--- config.mk ---
export PLATFORM = sky130hd
export DESIGN_NAME = aia_msi_tx
export DESIGN_NICKNAME = d
export VERILOG_FILES = /design/src/rtl/aia_msi_tx.sv
export SDC_FILE = /design/constraint.sdc
export NUM_CORES = 1
export LEC_CHECK = 0
export BUFFER_PORTS_ARGS = -buffer_cell sky130_fd_sc_hd__buf_4
export CAP_MARGIN = 30
export CORE_ASPECT_RATIO = 1.75
export CORE_MARGIN = 5
export CORE_UTILIZATION = 45
export DETAILED_ROUTE_END_ITERATION = 8
export PLACE_DENSITY = 0.72
export SLEW_MARGIN = 5
export SYNTH_ARGS = -nofsm -noshare
export SYNTH_HDL_FRONTEND = slang
export SYNTH_SLANG_ARGS = --single-unit
--- constraint.sdc ---
create_clock -name clk_i -period 2 [get_ports clk_i]
set_input_delay 0.3 -clock clk_i [delete_from_list [all_inputs] [get_ports clk_i]]
set_output_delay 0.3 -clock clk_i [all_outputs]
set_load 0.05 [all_outputs]
--- src/rtl/aia_msi_tx.sv ---
// rtl/aia_msi_tx.sv - AIA MSI transmitter: request FIFO feeding AXI-Lite writes to IMSIC seteipnum_le (optional AIA_MSI_TX_ERR_CNT_EN)
module aia_msi_tx #(
  parameter int unsigned NrHarts    = 1,
  parameter logic [63:0] IMSICBase  = 64'h2400_0000,
  parameter logic [63:0] HartStride = 64'h1000,
  parameter int unsigned FifoDepth  = 4,
  localparam int unsigned HartW     = (NrHarts > 1) ? $clog2(NrHarts) : 1
) (
  input  logic             clk_i,
  input  logic             rst_ni,
  input  logic             req_valid_i,
  output logic             req_ready_o,
  input  logic [HartW-1:0] req_hart_i,
  input  logic [10:0]      req_eiid_i,
  output logic             aw_valid_o,
  input  logic             aw_ready_i,
  output logic [63:0]      aw_addr_o,
  output logic             w_valid_o,
  input  logic             w_ready_i,
  output logic [31:0]      w_data_o,
  output logic [3:0]       w_strb_o,
  input  logic             b_valid_i,
  output logic             b_ready_o,
  input  logic [1:0]       b_resp_i,
`ifdef AIA_MSI_TX_ERR_CNT_EN
  output logic [7:0]       err_cnt_o,
`endif
  output logic             busy_o,
  output logic             err_o
);

  localparam int unsigned PtrW = $clog2(FifoDepth);
  localparam int unsigned CntW = PtrW + 1;
  localparam logic [CntW-1:0] FullCnt = CntW'(FifoDepth);
  localparam logic [HartW:0] NrHartsW = (HartW + 1)'(NrHarts);

  typedef enum logic [1:0] {IDLE, SEND, RESP} state_t;

  // request buffer
  logic [HartW-1:0] fifo_hart [FifoDepth];
  logic [10:0]      fifo_eiid [FifoDepth];
  logic [PtrW-1:0]  wr_ptr, rd_ptr;
  logic [CntW-1:0]  count;
  logic             req_ok, push, pop;

  // write channel state
  state_t      state_q, state_d;
  logic        aw_valid_q, aw_valid_d;
  logic        w_valid_q, w_valid_d;
  logic [63:0] aw_addr_q, aw_addr_d;
  logic [31:0] w_data_q, w_data_d;
  logic [3:0]  w_strb_q, w_strb_d;
  logic        err_q, err_d;
  logic        aw_pend, w_pend;

  // only the error bit of the response matters; OKAY and EXOKAY are both success
  logic unused_resp_lsb;
  assign unused_resp_lsb = b_resp_i[0];

  // ready depends only on the registered count, never on AXI inputs
  assign req_ready_o = (count != FullCnt);
  assign req_ok      = (req_eiid_i != 11'd0) && ({1'b0, req_hart_i} < NrHartsW);
  assign push        = req_valid_i && req_ready_o && req_ok;

  // buffer storage needs no reset: validity lives in the pointers and count
  always_ff @(posedge clk_i) begin
    if (push) begin
      fifo_hart[wr_ptr] <= req_hart_i;
      fifo_eiid[wr_ptr] <= req_eiid_i;
    end
  end

  // pointers and occupancy; a same-cycle push and pop leave the count unchanged
  always_ff @(posedge clk_i or negedge rst_ni) begin
    if (!rst_ni) begin
      wr_ptr <= '0;
      rd_ptr <= '0;
      count  <= '0;
    end else begin
      if (push) wr_ptr <= wr_ptr + PtrW'(1);
      if (pop)  rd_ptr <= rd_ptr + PtrW'(1);
      case ({push, pop})
        2'b10:   count <= count + CntW'(1);
        2'b01:   count <= count - CntW'(1);
        default: count <= count;
      endcase
    end
  end

  // state and registered AXI outputs
  always_ff @(posedge clk_i or negedge rst_ni) begin
    if (!rst_ni) begin
      state_q    <= IDLE;
      aw_valid_q <= 1'b0;
      w_valid_q  <= 1'b0;
      aw_addr_q  <= '0;
      w_data_q   <= '0;
      w_strb_q   <= '0;
      err_q      <= 1'b0;
    end else begin
      state_q    <= state_d;
      aw_valid_q <= aw_valid_d;
      w_valid_q  <= w_valid_d;
      aw_addr_q  <= aw_addr_d;
      w_data_q   <= w_data_d;
      w_strb_q   <= w_strb_d;
      err_q      <= err_d;
    end
  end

  // next state: pop a request, drive AW/W until each handshakes, then await B
  always_comb begin
    state_d    = state_q;
    aw_valid_d = aw_valid_q;
    w_valid_d  = w_valid_q;
    aw_addr_d  = aw_addr_q;
    w_data_d   = w_data_q;
    w_strb_d   = w_strb_q;
    err_d      = 1'b0;
    pop        = 1'b0;
    aw_pend    = aw_valid_q && !aw_ready_i;
    w_pend     = w_valid_q && !w_ready_i;
    case (state_q)
      IDLE: begin
        if (count != '0) begin
          pop        = 1'b1;
          aw_valid_d = 1'b1;
          w_valid_d  = 1'b1;
          aw_addr_d  = IMSICBase + 64'(fifo_hart[rd_ptr]) * HartStride;
          w_data_d   = {21'b0, fifo_eiid[rd_ptr]};
          w_strb_d   = 4'hF;
          state_d    = SEND;
        end
      end
      SEND: begin
        aw_valid_d = aw_pend;
        w_valid_d  = w_pend;
        if (!aw_pend && !w_pend) state_d = RESP;
      end
      RESP: begin
        if (b_valid_i) begin
          state_d = IDLE;
          err_d   = b_resp_i[1];
        end
      end
      default: state_d = IDLE;
    endcase
  end

  assign aw_valid_o = aw_valid_q;
  assign w_valid_o  = w_valid_q;
  assign aw_addr_o  = aw_addr_q;
  assign w_data_o   = w_data_q;
  assign w_strb_o   = w_strb_q;
  assign b_ready_o  = (state_q == RESP);
  assign err_o      = err_q;
  assign busy_o     = (count != '0) || (state_q != IDLE);

`ifdef AIA_MSI_TX_ERR_CNT_EN
  logic [7:0] err_cnt_q;

  // saturating count of error responses
  always_ff @(posedge clk_i or negedge rst_ni) begin
    if (!rst_ni) begin
      err_cnt_q <= '0;
    end else if (err_q && (err_cnt_q != 8'hFF)) begin
      err_cnt_q <= err_cnt_q + 8'd1;
    end
  end

  assign err_cnt_o = err_cnt_q;
`endif

endmodule

==> flow_summary.ini <==
[synthesis]
synth_edf_count = 48
synth_mux_area_frac = 0.0804
synth_warnings = 0
synth_top_area_share = 0.406
yosysTopAreaCell = edfxtp_1
synthMostInstantiatedCell = buf_4
synth-simple-area-share = 0.0779
ys_types = 28
synth-seq-cells = 73
yosys-top-cells-count = buf_4, edfxtp_1, nand2_1, dfrtp_1, mux4_2
ys_seq_area_frac = 0.583
synth_area_leaders = edfxtp_1, buf_4, dfrtp_1
synth_adder_area_share = 0.0233
synth.avg_cell_area_um2 = 13.3
syn_inst = 267
synth-xor-area-share = 0.0148
synth_top_family_by_area = buffers and inverters
async_reset_ff_frac = 0.342
ys.flop_type = edfxtp_1
synth_compound_area_frac = 0.0120
mappedNetlistArea_mm2 = 0.00355

[setup_path]
arrival_ns = 2.14
cp_cell_sequence = inv_2, nand3_4, and4b_2, inv_4, ha_4, inv_2, fa_2, xor2_1, nor2_1, xor2_1
crit_buf_inv = 3
start_kind = flip-flop
critPathKind = flip-flop to flip-flop
cp_top_family = adder cells
max_stage_delay_ns = 0.40
worst_ep_required_time_ns = 2.25
crit_path_end_kind = flip-flop
slowest_stage = dfrtp_1
worstPathMaxFanout = 3

[power]
irDropWorstVdd_v = 0.000566
cellPowerDensity_mw_per_mm2 = 1560
leakagePower_nw = 1.80

[route]
drc_errors = 0
wl_met1_um = 1950
wl_met3_um = 602
vias = 1872
wl_um = 6110
wl_met2_um = 3430
dr.max_layer_used = met4
ant_nets = 0
drtIter0Drc = 74
viasPerCell = 4.43
drtPass1Iterations = 4
wire_per_inst_um = 14.4

[timing]
relSlewSlack = 0.578
final_max_slew_viol_count = 0
period_share = 0.945
layout_setup_ws_ns = 0.110
skew_ns = 0.00511
worst_slew_pin_slew_ns = 0.633
period_needed_ns = 1.89
clock.fmax_mhz = 529
finalSetupViolations = 0
finalHoldViolations = 0
grt_setup_unrepaired = no

[layout]
drive_gt1_frac = 0.318
final_cell_area_mm2 = 0.00406
area_growth_pct = 14.4
fillCellCount = 662
final_nets = 354
register_area_mm2 = 0.00207
multiInputGateArea_mm2 = 0.00109
antennaDiodeCount = 0

[run_status]
outcome = finished, final reports clean

[floorplanning]
core-area_mm2 = 0.00780
dieArea_mm2 = 0.00983
die_w_um = 77.1
io_pins = 126
start_util = 0.455
die_y_um = 127
row_count = 43

[clock_network]
htreeDepth = 3
root_buffer = clkbuf_16
cts_tree = built
cts_buffers = 9
cts.sinks = 73
path_clk_slew_ns = 0.05
cts_buffer_depth = 2
clk_latency_ns = 0.33

[grt]
antenna_found_initial = 0
grt_pass1_wl_um = 9210
overflow = 0
grt_pass1_vias = 1815
gr-usage-all-layers = 0.123
grt_max_degree = 26

[placed_design]
post-place-ws_ns = -0.225
placed_area_mm2 = 0.00373
gp_congestion = 0.735
dp_hpwl_um = 4440
portBuffers = 42

[run]
max_cap_violations = 0

[worst_hold_path]
hold_path.class = input pin to flip-flop
[final timing paths]
check,from,to,slack [ns],depth (start not counted)
min reg2reg,w_data_o[6],w_data_o[6],0.47,2
max reg2reg,count[1],count[2],0.11,10
max,count[1],count[2],0.11,10
max in group asynchronous,rst_ni,rd_ptr[0],1.33,2
min,w_ready_i,w_valid_o,0.16,2
min in group asynchronous,rst_ni,wr_ptr[0],0.42,2
[worst register-to-register path, delay by kind of cell, from the launching register on]
kind | cells | cell delay [ns]
xor+xnor | 2 | 0.30
buf+inv | 3 | 0.18
fa+ha+maj | 2 | 0.47
simple gates | 3 | 0.44
flops | 1 | 0.40
[cells in the final DEF (no fill, tap or decap), types with 3 or more instances in the layout]
| master | n |
|---|---|
| inv_2 | 4 |
| dfrtp_1 | 25 |
| clkinv_2 | 3 |
| clkbuf_16 | 9 |
| and2_2 | 4 |
| nand2b_1 | 3 |
| edfxtp_1 | 48 |
| buf_4 | 62 |
| mux4_2 | 12 |
| conb_1 | 82 |
| ha_1 | 4 |
| inv_1 | 5 |
| nand2_1 | 39 |
| xnor2_1 | 4 |
[cells by family (layout without fill, tap and decap cells)]
kind of cell             after synthesis  in the layout
other                                  1             82
XOR/XNOR                               6              6
AND/OR/NAND/NOR                       58             58
buffers and inverters                104             89
adder cells (fa/ha/maj)                6              6
flip-flops                            73             73
AO/OA/AOI/OAI                          6              6
multiplexers                          13             13
[what timing repair did]
item                                    CTS  global route
hold endpoints to repair                 25             0
buffers inserted                          0             4
endpoints found under the setup margin    0             1
hold buffers                              1             0
gates resized for setup                   0             3
[area by class of cell]
class | count | share of cell area
multi-input cells | 171 | 0.268
inverters | 10 | 0.00986
clock inverters | 5 | 0.00771
well taps | 90 | 0.0277
clock buffers | 11 | 0.0598
repair buffers | 63 | 0.117
flip-flops and latches | 73 | 0.509
[report_power, final]
| part | internal (W) | total, W | switching (W) |
|---|---|---|---|
| registers | 0.00197 | 0.00220 | 0.000226 |
| clock network | 0.000867 | 0.00144 | 0.000572 |
| logic | 0.000942 | 0.00267 | 0.00173 |
| total | 0.00378 | 0.00631 | 0.00253 |
[registers in the layout, summed over array words and instances (netlist names)]
name and count:
aw_addr_o 2, aw_valid_o 1, count 3, err_o 1
fifo_eiid 44, fifo_hart 4, rd_ptr 2, state_q 2
w_data_o 11, w_valid_o 1, wr_ptr 2
[layer usage]
layer / up-vias / GRT usage
met2: 99 / 0.219
met3: 9 / 0.0388
met5: - / 0
met4: 0 / 0.0668
met1: 905 / 0.124
li1: 859 / -
[per-stage QoR]
step                TNS, ns  cells  utilization  hold WS (ns)  power, W
floorplan           -0.0670    348            -       0.00441   0.00434
global placement     -0.219    402        0.478         0.223   0.00480
detailed placement   -0.313    402        0.478         0.223   0.00488
CTS                       0    419        0.515         0.148   0.00633
global route              0    423        0.520         0.167   0.00669
finish                    0    423        0.520         0.161   0.00631
(Power assumes the default switching activity.)
